<file path="src/rtl/instr_encoder_if.sv">
`default_nettype none
// ============================================================================
//  Module      : instr_encoder_if
//  Description : Field-bundle input handshake and imem write port of the
//                RV32I instruction encoder. The master is the program loader
//                and imem side; the slave is the encoder.
//  Revision    : 1.0  initial release
// ============================================================================
interface instr_encoder_if #(
   parameter int ADDR_W = 10
);
   // Field bundle, valid/ready handshake
   logic              in_valid;
   logic              in_ready;
   logic [3:0]        in_class;
   logic [4:0]        rd;
   logic [4:0]        rs1;
   logic [4:0]        rs2;
   logic [2:0]        funct3;
   logic              funct7b5;
   logic [31:0]       imm;

   // Registered imem write port with backpressure
   logic              wr_en;
   logic              wr_ready;
   logic [ADDR_W-1:0] wr_addr;
   logic [31:0]       wr_data;

   modport master (
      output in_valid, in_class, rd, rs1, rs2, funct3, funct7b5, imm,
      input  in_ready,
      input  wr_en, wr_addr, wr_data,
      output wr_ready
   );

   modport slave (
      input  in_valid, in_class, rd, rs1, rs2, funct3, funct7b5, imm,
      output in_ready,
      output wr_en, wr_addr, wr_data,
      input  wr_ready
   );
endinterface
`default_nettype wire

</file>
<file path="src/rtl/instr_encoder.sv">
`default_nettype none
// ============================================================================
//  Module      : instr_encoder
//  Description : Sequential RV32I instruction encoder. Builds 32-bit words
//                from an instruction class plus operand fields and streams
//                them into imem at consecutive word addresses.
//                Optional macro IMM_RANGE_CHECK_EN: reject immediates that
//                cannot be represented in the selected format.
//  Revision    : 1.0  initial release
// ============================================================================
module instr_encoder #(
   parameter int ADDR_W    = 10,
   parameter int BASE_ADDR = 0
) (
   input  wire                clk,
   input  wire                rst,
   input  wire                start,
   instr_encoder_if.slave     bus,
   output logic               busy,
   output logic               done,
   output logic               err,
   output logic               overflow,
   output logic [ADDR_W:0]    count
);

   // FSM encoding
   localparam logic [1:0] S_IDLE = 2'd0;
   localparam logic [1:0] S_RUN  = 2'd1;
   localparam logic [1:0] S_DONE = 2'd2;

   // Instruction classes
   localparam logic [3:0] c_cls_load   = 4'd0;
   localparam logic [3:0] c_cls_store  = 4'd1;
   localparam logic [3:0] c_cls_rtype  = 4'd2;
   localparam logic [3:0] c_cls_itype  = 4'd3;
   localparam logic [3:0] c_cls_branch = 4'd4;
   localparam logic [3:0] c_cls_jal    = 4'd5;
   localparam logic [3:0] c_cls_jalr   = 4'd6;
   localparam logic [3:0] c_cls_lui    = 4'd7;
   localparam logic [3:0] c_cls_auipc  = 4'd8;
   localparam logic [3:0] c_cls_halt   = 4'd9;

   // Major opcodes
   localparam logic [6:0] c_op_load   = 7'b0000011;
   localparam logic [6:0] c_op_store  = 7'b0100011;
   localparam logic [6:0] c_op_rtype  = 7'b0110011;
   localparam logic [6:0] c_op_itype  = 7'b0010011;
   localparam logic [6:0] c_op_branch = 7'b1100011;
   localparam logic [6:0] c_op_jal    = 7'b1101111;
   localparam logic [6:0] c_op_jalr   = 7'b1100111;
   localparam logic [6:0] c_op_lui    = 7'b0110111;
   localparam logic [6:0] c_op_auipc  = 7'b0010111;

   localparam logic [ADDR_W-1:0] c_base    = ADDR_W'(BASE_ADDR);
   localparam logic [ADDR_W-1:0] c_addr_1  = ADDR_W'(1);
   localparam logic [ADDR_W:0]   c_count_1 = (ADDR_W+1)'(1);

   logic [1:0]        r_state;
   logic [1:0]        w_state_nxt;
   logic [ADDR_W-1:0] r_addr;
   logic [ADDR_W:0]   r_count;
   logic              r_wr_en;
   logic [31:0]       r_wr_data;
   logic              r_err;
   logic              r_overflow;
   logic              r_halt_pending;

   logic              w_wr_done;
   logic              w_at_last;
   logic              w_in_ready;
   logic              w_accept;
   logic              w_legal;
   logic              w_imm_ok;
   logic              w_write;
   logic              w_is_halt;
   logic              w_session_end;
   logic              w_start_ok;
   logic [31:0]       w_word;
   logic [6:0]        w_f7;

   // Handshake and session control terms
   assign w_wr_done     = r_wr_en && bus.wr_ready;
   assign w_at_last     = &r_addr;
   // The last-address write ends the session, so nothing may be accepted
   // behind it even when it completes this cycle.
   assign w_in_ready    = (r_state == S_RUN) && !r_halt_pending &&
                          (!r_wr_en || (bus.wr_ready && !w_at_last));
   assign w_accept      = bus.in_valid && w_in_ready;
   assign w_legal       = (bus.in_class <= c_cls_halt);
   assign w_is_halt     = (bus.in_class == c_cls_halt);
   assign w_write       = w_accept && w_legal && w_imm_ok;
   assign w_session_end = w_wr_done && (r_halt_pending || w_at_last);
   assign w_start_ok    = start && ((r_state == S_IDLE) || (r_state == S_DONE));
   assign w_f7          = {1'b0, bus.funct7b5, 5'b00000};

`ifdef IMM_RANGE_CHECK_EN
   logic signed [31:0] w_simm;
   assign w_simm = $signed(bus.imm);

   // Representability of the immediate in the selected format
   always_comb begin
      w_imm_ok = 1'b1;
      case (bus.in_class)
         c_cls_load, c_cls_store, c_cls_itype, c_cls_jalr:
            w_imm_ok = (w_simm >= -32'sd2048) && (w_simm <= 32'sd2047);
         c_cls_branch:
            w_imm_ok = (w_simm >= -32'sd4096) && (w_simm <= 32'sd4094) && !bus.imm[0];
         c_cls_jal:
            w_imm_ok = (w_simm >= -32'sd1048576) && (w_simm <= 32'sd1048574) && !bus.imm[0];
         c_cls_lui, c_cls_auipc:
            w_imm_ok = (bus.imm[11:0] == 12'h000);
         default:
            w_imm_ok = 1'b1;
      endcase
   end
`else
   assign w_imm_ok = 1'b1;
`endif

   // Field packing per instruction format
   always_comb begin
      w_word = 32'h0000_0000;
      case (bus.in_class)
         c_cls_load:
            w_word = {bus.imm[11:0], bus.rs1, bus.funct3, bus.rd, c_op_load};
         c_cls_store:
            w_word = {bus.imm[11:5], bus.rs2, bus.rs1, bus.funct3, bus.imm[4:0], c_op_store};
         c_cls_rtype:
            w_word = {w_f7, bus.rs2, bus.rs1, bus.funct3, bus.rd, c_op_rtype};
         c_cls_itype: begin
            // Shift-immediates carry funct7 in the upper immediate bits
            if (bus.funct3 == 3'b001 || bus.funct3 == 3'b101)
               w_word = {w_f7, bus.imm[4:0], bus.rs1, bus.funct3, bus.rd, c_op_itype};
            else
               w_word = {bus.imm[11:0], bus.rs1, bus.funct3, bus.rd, c_op_itype};
         end
         c_cls_branch:
            w_word = {bus.imm[12], bus.imm[10:5], bus.rs2, bus.rs1, bus.funct3,
                      bus.imm[4:1], bus.imm[11], c_op_branch};
         c_cls_jal:
            w_word = {bus.imm[20], bus.imm[10:1], bus.imm[11], bus.imm[19:12],
                      bus.rd, c_op_jal};
         c_cls_jalr:
            w_word = {bus.imm[11:0], bus.rs1, 3'b000, bus.rd, c_op_jalr};
         c_cls_lui:
            w_word = {bus.imm[31:12], bus.rd, c_op_lui};
         c_cls_auipc:
            w_word = {bus.imm[31:12], bus.rd, c_op_auipc};
         default:
            w_word = 32'h0000_0000;
      endcase
   end

   // State register
   always_ff @(posedge clk) begin
      if (rst)
         r_state <= S_IDLE;
      else
         r_state <= w_state_nxt;
   end

   // Next-state logic
   always_comb begin
      w_state_nxt = r_state;
      case (r_state)
         S_IDLE:  if (start)         w_state_nxt = S_RUN;
         S_RUN:   if (w_session_end) w_state_nxt = S_DONE;
         S_DONE:  if (start)         w_state_nxt = S_RUN;
         default:                    w_state_nxt = S_IDLE;
      endcase
   end

   // State-decoded outputs and port drive
   always_comb begin
      busy         = (r_state == S_RUN);
      done         = (r_state == S_DONE);
      err          = r_err;
      overflow     = r_overflow;
      count        = r_count;
      bus.in_ready = w_in_ready;
      bus.wr_en    = r_wr_en;
      bus.wr_addr  = r_addr;
      bus.wr_data  = r_wr_data;
   end

   // Write port, address counter and sticky status
   always_ff @(posedge clk) begin
      if (rst) begin
         r_addr         <= c_base;
         r_count        <= '0;
         r_wr_en        <= 1'b0;
         r_wr_data      <= 32'h0000_0000;
         r_err          <= 1'b0;
         r_overflow     <= 1'b0;
         r_halt_pending <= 1'b0;
      end else if (w_start_ok) begin
         r_addr         <= c_base;
         r_count        <= '0;
         r_wr_en        <= 1'b0;
         r_err          <= 1'b0;
         r_overflow     <= 1'b0;
         r_halt_pending <= 1'b0;
      end else begin
         if (w_wr_done) begin
            r_count <= r_count + c_count_1;
            // Address holds at all-ones once the top word is written
            if (w_at_last)
               r_overflow <= 1'b1;
            else
               r_addr <= r_addr + c_addr_1;
         end
         if (w_accept) begin
            r_wr_en <= w_write;
            if (w_write)
               r_wr_data <= w_word;
            else
               r_err <= 1'b1;
            if (w_write && w_is_halt)
               r_halt_pending <= 1'b1;
         end else if (w_wr_done) begin
            r_wr_en <= 1'b0;
         end
         if (w_session_end)
            r_halt_pending <= 1'b0;
      end
   end

endmodule
`default_nettype wire
</file>
<file path="src/flat_wrapper.sv">
// flat-port wrapper written by rule: the top's interface ports become plain ports
module instr_encoder_flat 
#(
   parameter int ADDR_W    = 10,
   parameter int BASE_ADDR = 0
)
  (clk, rst, start, busy, done, err, overflow, count, bus_in_valid, bus_in_class, bus_rd, bus_rs1, bus_rs2, bus_funct3, bus_funct7b5, bus_imm, bus_in_ready, bus_wr_en, bus_wr_addr, bus_wr_data, bus_wr_ready);
  instr_encoder_if #(.ADDR_W(ADDR_W)) bus_i ();
  input  wire clk;
  input  wire rst;
  input  wire start;
  output logic busy;
  output logic done;
  output logic err;
  output logic overflow;
  output logic [ADDR_W:0] count;
  input wire logic [$bits(bus_i.in_valid)-1:0] bus_in_valid;
  input wire logic [$bits(bus_i.in_class)-1:0] bus_in_class;
  input wire logic [$bits(bus_i.rd)-1:0] bus_rd;
  input wire logic [$bits(bus_i.rs1)-1:0] bus_rs1;
  input wire logic [$bits(bus_i.rs2)-1:0] bus_rs2;
  input wire logic [$bits(bus_i.funct3)-1:0] bus_funct3;
  input wire logic [$bits(bus_i.funct7b5)-1:0] bus_funct7b5;
  input wire logic [$bits(bus_i.imm)-1:0] bus_imm;
  output wire logic [$bits(bus_i.in_ready)-1:0] bus_in_ready;
  output wire logic [$bits(bus_i.wr_en)-1:0] bus_wr_en;
  output wire logic [$bits(bus_i.wr_addr)-1:0] bus_wr_addr;
  output wire logic [$bits(bus_i.wr_data)-1:0] bus_wr_data;
  input wire logic [$bits(bus_i.wr_ready)-1:0] bus_wr_ready;
  assign bus_i.in_valid = bus_in_valid;
  assign bus_i.in_class = bus_in_class;
  assign bus_i.rd = bus_rd;
  assign bus_i.rs1 = bus_rs1;
  assign bus_i.rs2 = bus_rs2;
  assign bus_i.funct3 = bus_funct3;
  assign bus_i.funct7b5 = bus_funct7b5;
  assign bus_i.imm = bus_imm;
  assign bus_in_ready = bus_i.in_ready;
  assign bus_wr_en = bus_i.wr_en;
  assign bus_wr_addr = bus_i.wr_addr;
  assign bus_wr_data = bus_i.wr_data;
  assign bus_i.wr_ready = bus_wr_ready;
  instr_encoder #(.ADDR_W(ADDR_W), .BASE_ADDR(BASE_ADDR)) u_core (.clk(clk), .rst(rst), .start(start), .bus(bus_i), .busy(busy), .done(done), .err(err), .overflow(overflow), .count(count));
endmodule
</file>
<file path="config.mk">
export PLATFORM = sky130hd
export DESIGN_NAME = instr_encoder_flat
export DESIGN_NICKNAME = d
export VERILOG_FILES = /design/src/rtl/instr_encoder_if.sv /design/src/rtl/instr_encoder.sv /design/src/flat_wrapper.sv
export SDC_FILE = /design/constraint.sdc
export NUM_CORES = 1
export LEC_CHECK = 0
export BUFFER_PORTS_ARGS = -buffer_cell sky130_fd_sc_hd__buf_2
export CAP_MARGIN = 20
export CORE_MARGIN = 2
export CORE_UTILIZATION = 50
export DETAILED_ROUTE_END_ITERATION = 10
export GPL_TIMING_DRIVEN = 0
export PLACE_DENSITY = 0.81
export REMOVE_ABC_BUFFERS = 1
export SLEW_MARGIN = 20
export SYNTH_ARGS = -nofsm -noshare
export SYNTH_HDL_FRONTEND = slang
export SYNTH_SLANG_ARGS = --single-unit
</file>
<file path="constraint.sdc">
create_clock -name clk -period 2.1 [get_ports clk]
set_input_delay 0.105 -clock clk [delete_from_list [all_inputs] [get_ports clk]]
set_output_delay 0.105 -clock clk [all_outputs]
set_load 0.05 [all_outputs]
</file>
# Word level (Yosys, flattened, before mapping)
# Index checks and enable logic that the tools add are counted.
[word_totals] regBits=59
[op_classes] n_addsub=2 magnitude_cmp=1 n_mux=7 reduce_logical=29 n_eq_ne=15 n_bitwise=3
[ops] op="$pmux 32 s9" n=1
[ops] op="$mux 32" n=1
[ops] op="$eq 4x3->1 const B" n=4
[ops] op="$add 11x1->11 const B" n=1
[ops] op="$reduce_and 11->1" n=1
[ops] op="$add 10x1->10 const B" n=1
[ops] op="$reduce_and 10->1" n=1
[ops] op="$logic_and 1x1->1" n=9
[ops] op="$eq 4x2->1 const B" n=2
[ops] op="$eq 4x4->1 const B" n=2
[ops] op="$reduce_and 2->1" n=4
[ops] op="$eq 4x1->1 const B" n=1
[ops] op="$le 4x4->1 const B" n=1
[ops] op="$logic_not 4->1" n=1
[ops] op="$logic_or 1x1->1" n=4
[ops] op="$mux 2" n=2
[ops] op="$ne 2x1->1 const B" n=2
[ops] op="$pmux 2 s2" n=1
[ops] op="$reduce_or 2->1" n=2
[ops] op="$eq 3x1->1 const B" n=1
[ops] op="$eq 3x3->1 const B" n=1
[ops] op="$logic_not 1->1" n=3
[ops] op="$not 1->1" n=3
[ops] op="$reduce_and 3->1" n=1
[ops] op="6 further kinds" n=7

# Longest topological paths before layout
[depth] ltp_word=9 ltp_mapped=8 depth_no_buf=6

# Worst setup path after synthesis
# OpenSTA, ideal clock, no wires.
[synth_timing] kind="register -> register" from="register u_core.r_addr[0], in the netlist u_core.bus.wr_addr[0]" to="register u_core.r_wr_data[25], in the netlist u_core.bus.wr_data[25]" required_ns=2.013 path_slack_ns=-0.119 t_arrival_ns=2.132 path_stages_with_launch=9 setup_time_ns=0.087 path_cell_list="dfxtp_1 -> ha_1 -> nand3_1 -> o41ai_4 -> or2_1 -> buf_2 -> buf_4 -> nand3b_1 -> o31ai_1"
[synth_via] elab_chain_len=8
[synth_rtl] item="from (decl)" line_no="instr_encoder.sv:60" source="logic [ADDR_W-1:0] r_addr;"
[synth_rtl] item="from (signal assigned)" line_no="instr_encoder.sv:189" source="r_addr <= c_base;"
[synth_rtl] item="from (signal assigned)" line_no="instr_encoder.sv:197" source="r_addr <= c_base;"
[synth_rtl] item="from (signal assigned)" line_no="instr_encoder.sv:210" source="r_addr <= r_addr + c_addr_1;"
[synth_rtl] item="$reduce_and 10->1 *" line_no="instr_encoder.sv:83" source="assign w_at_last = &r_addr;"
[synth_rtl] item="$logic_not 1->1 *" line_no="instr_encoder.sv:87" source="(!r_wr_en || (bus.wr_ready && !w_at_last));"
[synth_rtl] item="$logic_and 1x1->1 *" line_no="instr_encoder.sv:87"
[synth_rtl] item="$logic_or 1x1->1 *" line_no="instr_encoder.sv:87"
[synth_rtl] item="$logic_and 1x1->1 *" line_no="instr_encoder.sv:86" source="assign w_in_ready = (r_state == S_RUN) && !r_halt_pending &&"
[synth_rtl] item="$logic_and 1x1->1 *" line_no="instr_encoder.sv:88" source="assign w_accept = bus.in_valid && w_in_ready;"
[synth_rtl] item="$logic_and 1x1->1" line_no="instr_encoder.sv:91" source="assign w_write = w_accept && w_legal && w_imm_ok;"
[synth_rtl] item="$reduce_and 3->1 (no source line) *"
[synth_rtl] item="to (signal assigned)" line_no="instr_encoder.sv:215" source="r_wr_data <= w_word;"
[synth_rtl] item="to (decl)" line_no="instr_encoder.sv:63" source="logic [31:0] r_wr_data;"
# Mark *: on every way between the ends. The rest lies on a longest branch, timed or not.
# A chain may end at the register's enable or synchronous reset.

# Worst setup path in the final report
[layout_timing] from="register u_core.r_addr[1], in the netlist u_core.bus.wr_addr[1]" to="output port bus_in_ready"
[layout_via] elab_chain_len=5
[layout_rtl] item="$reduce_and 10->1" line_no="instr_encoder.sv:83"
[layout_rtl] item="$logic_not 1->1" line_no="instr_encoder.sv:87"
[layout_rtl] item="$logic_and 1x1->1" line_no="instr_encoder.sv:87"
[layout_rtl] item="$logic_or 1x1->1" line_no="instr_encoder.sv:87"
[layout_rtl] item="$logic_and 1x1->1" line_no="instr_encoder.sv:86"
[layout_rtl] item="to (decl)" line_no="flat_wrapper.sv:25" source="output wire logic [$bits(bus_i.in_ready)-1:0] bus_in_ready;"
# No other way between the ends.

==> impl_metrics.py <==
metrics = {
    "clock_tree": {
        "cts.sinks": 58,
        "cts_max_path_buffers": 2,
        "clkLatencyLatePin_ps": 330,
        "cts_tree": "built",
        "clkSlewWorstSetupHoldPaths_ps": 60,
        "holdBufCountCts": 0,
        "cts.htree.levels": 3,
        "numCtsBuffers": 9,
        "root_buffer": "clkbuf_8",
    },
    "sta": {
        "setup_violations": 0,
        "hold_violations": 0,
        "whs_ps": 61.57,
        "skew_ps": 7.110,
        "maxSlewHeadroom_pct": 39.93,
        "maxSlewViolCount": 0,
        "setup_ws_ps": 81.44,
        "rsz0062_at_grt": "false",
        "fin_crit_sh_pct": 96.12,
        "tightest_slew_ps": 901.0,
        "period_minus_slack_ps": 2019,
        "fmaxAchievable_mhz": 495.4,
    },
    "final_layout": {
        "nNetsFinal": 559,
        "seq_area_sq_mm": 0.001162,
        "stdcell_area_sq_mm": 0.003994,
        "layout_commonest_cell": "buf_2",
        "nFillCells": 567,
        "multi_input_comb_area_sq_mm": 0.001922,
        "layout-drive-gt1-share_pct": 30.74,
        "diodes": 0,
        "syn2layout_area_growth_pct": 24.40,
        "final_cell_mix": "118 x buf_2, 57 x dfxtp_1, 33 x nand2_1, 30 x nor2_1, 29 x a21oi_1",
    },
    "critical_path": {
        "required_ps": 2000,
        "critPathLaunchType": "flop",
        "crit_type": "reg -> out",
        "worst_r2r_path_depth": 7,
        "end_kind": "output port",
        "cp_max_fo": 5,
        "cp.arrival_ps": 1910,
    },
    "route": {
        "wl_per_cell_um": 15.02,
        "wirelength_mm": 8.682,
        "final_antenna_net_count": 0,
        "firstDrtPassIters": 5,
        "drc": 0,
        "drt_iter0_drc": 157,
        "avgViaCountPerCell": 5.775,
        "num_vias": 3338,
    },
    "synth": {
        "ys_ff_latch": 58,
        "syn-instance-count": 394,
        "synthTopCellsByArea": "dfxtp_1 36%, nand3b_1 5.1%, nor2b_1 4.9%, a21oi_1 4.5%, nand2_1 3.9%",
        "ys_types": 52,
        "syn_avg_cell_area_sq_um": 8.149,
        "netlist_area_sq_mm": 0.003211,
        "yosysTopAreaCell": "dfxtp_1",
        "yosysWarnings": 0,
        "synth-main-ff-cell": "dfxtp_1",
        "async_flop_share_pct": 0,
        "synth_edf_count": 0,
        "ys_seq_area_share_pct": 36.17,
        "synth_top_area_share_pct": 36.17,
    },
    "power_and_ir_drop": {
        "ir_drop_v": 0.0004682,
        "p_seq_share_pct": 44.8,
        "power.total_w": 0.002505,
        "intPower_w": 0.001812,
        "switchingPower_w": 0.0006933,
        "swShare_pct": 27.67,
        "p_leak_nw": 1.724,
        "power_density_mw_per_mm2": 627.3,
        "power_frac_clock_pct": 39.1,
        "combPwrFrac_pct": 16.1,
    },
    "grt": {
        "grt_pass1_wl_mm": 14.37,
        "overflow": 0,
        "grt_pass1_vias": 3120,
        "antenna_found_initial": 0,
        "grt_max_degree": 45,
        "grt_usage_pct": 24.54,
    },
    "placement": {
        "hpwl_mm": 5.983,
        "gp_congestion": 0.8664,
        "portBuffers": 118,
        "dpl_cell_area_sq_mm": 0.003757,
        "dp_slack_ps": -557.4,
    },
    "flow_run": {
        "drv_cap": 0,
    },
    "outcome": {
        "status": "finished clean",
    },
    "die": {
        "die-area_sq_mm": 0.007078,
        "die_x_um": 84.13,
        "pin_count": 119,
        "start_util_pct": 51.15,
        "coreArea_sq_mm": 0.006277,
        "die_h_um": 84.13,
        "row_count": 29,
    },
    "worst_hold_path": {
        "min_path_type": "in -> reg",
        "min_path_cells": 3,
    },
}
## registers in the layout, indices dropped and copies added (netlist names)
register               flops
u_core.bus.wr_addr        10
u_core.bus.wr_data        31
u_core.bus.wr_en           1
u_core.count              11
u_core.err                 1
u_core.overflow            1
u_core.r_halt_pending      1
u_core.r_state             2
## cell usage after synthesis (3+ instances only)
cell and count:
dfxtp_1 58, nand2_1 33, nor2_1 30, a21oi_1 29
nor2b_1 25, nand3b_1 22, nand3_1 16, clkbuf_1 15
xor2_1 13, o21ai_0 11, buf_2 10, a211oi_1 8
nand4_1 8, nor3_1 8, o22ai_1 8, o21ai_1 7
a31oi_1 6, or3_1 6, a222oi_1 5, a22oi_1 5
a32o_1 5, inv_1 5, nand2b_1 5, o31ai_1 5
a22o_1 4, a2bb2oi_1 4, and3_1 4, buf_4 3
nor3_2 3
## power groups by stage
stage	Clock (W)	Sequential [W]	Combinational [W]
2_1_floorplan	0	0.00119	0.000187
3_3_place_gp	0	0.00115	0.000380
3_5_place_dp	0	0.00115	0.000391
4_1_cts	0.00100	0.00112	0.000400
5_1_grt	0.00104	0.00112	0.000442
6_report	0.000980	0.00112	0.000404
## cell type report
| class | count | share of cell area [%] |
|---|---|---|
| Multi-Input combinational cell | 303 | 48.12 |
| Sequential cell | 58 | 29.10 |
| Timing Repair Buffer | 120 | 15.16 |
| Clock buffer | 13 | 4.480 |
| Tap cell | 77 | 2.412 |
| Inverter | 5 | 0.4699 |
| Clock inverter | 2 | 0.2506 |
## critical path, cell delays in order, from the launching register on
cell,delay (ps)
dfxtp_1,440
ha_4,200
nand3_2,130
o41ai_4,360
buf_4,200
nor2b_1,50
buf_2,210
## logic make-up after synthesis
family,share of synthesized area [%]
xor+xnor,4.092
mux,1.325
simple gates,29.58
buf+inv,4.949
compound gates,23.11
fa+ha+maj,0.7793
flops,36.17
## what timing repair did
item	4_1_cts	5_1_grt
cloned	1	0
gates resized for setup	6	1
pin swaps	2	1
buffers inserted	2	0
endpoints found under the setup margin	33	4
## stage by stage
stage               setup TNS [ps]  utilization [%]  std cells
floorplan                    -9841                -        365
global placement            -10130            59.86        560
finish                           0            63.62        578
CTS                              0            63.46        578
global route                     0            63.62        578
detailed placement          -11890            59.86        560
## routing by layer
layer / up-vias / wire length, um / global-route usage, %
met2: 147 / 4115 / 40.33
li1: 1650 / - / -
met4: 0 / 133 / 7.771
met1: 1530 / 3657 / 30.38
met5: - / 0 / 0
met3: 11 / 776 / 8.358
## worst paths after layout
kind / start / to / slack [ps]
worst max-delay path: u_core.bus.wr_addr[1] / bus_in_ready / 80
worst min-delay path: bus_imm[10] / u_core.bus.wr_data[30] / 60
worst max register to register: u_core.bus.wr_addr[1] / u_core.r_halt_pending / 130
worst min register to register: u_core.bus.wr_data[5] / u_core.bus.wr_data[5] / 450
Note: power is estimated with default switching activity, not from simulation.
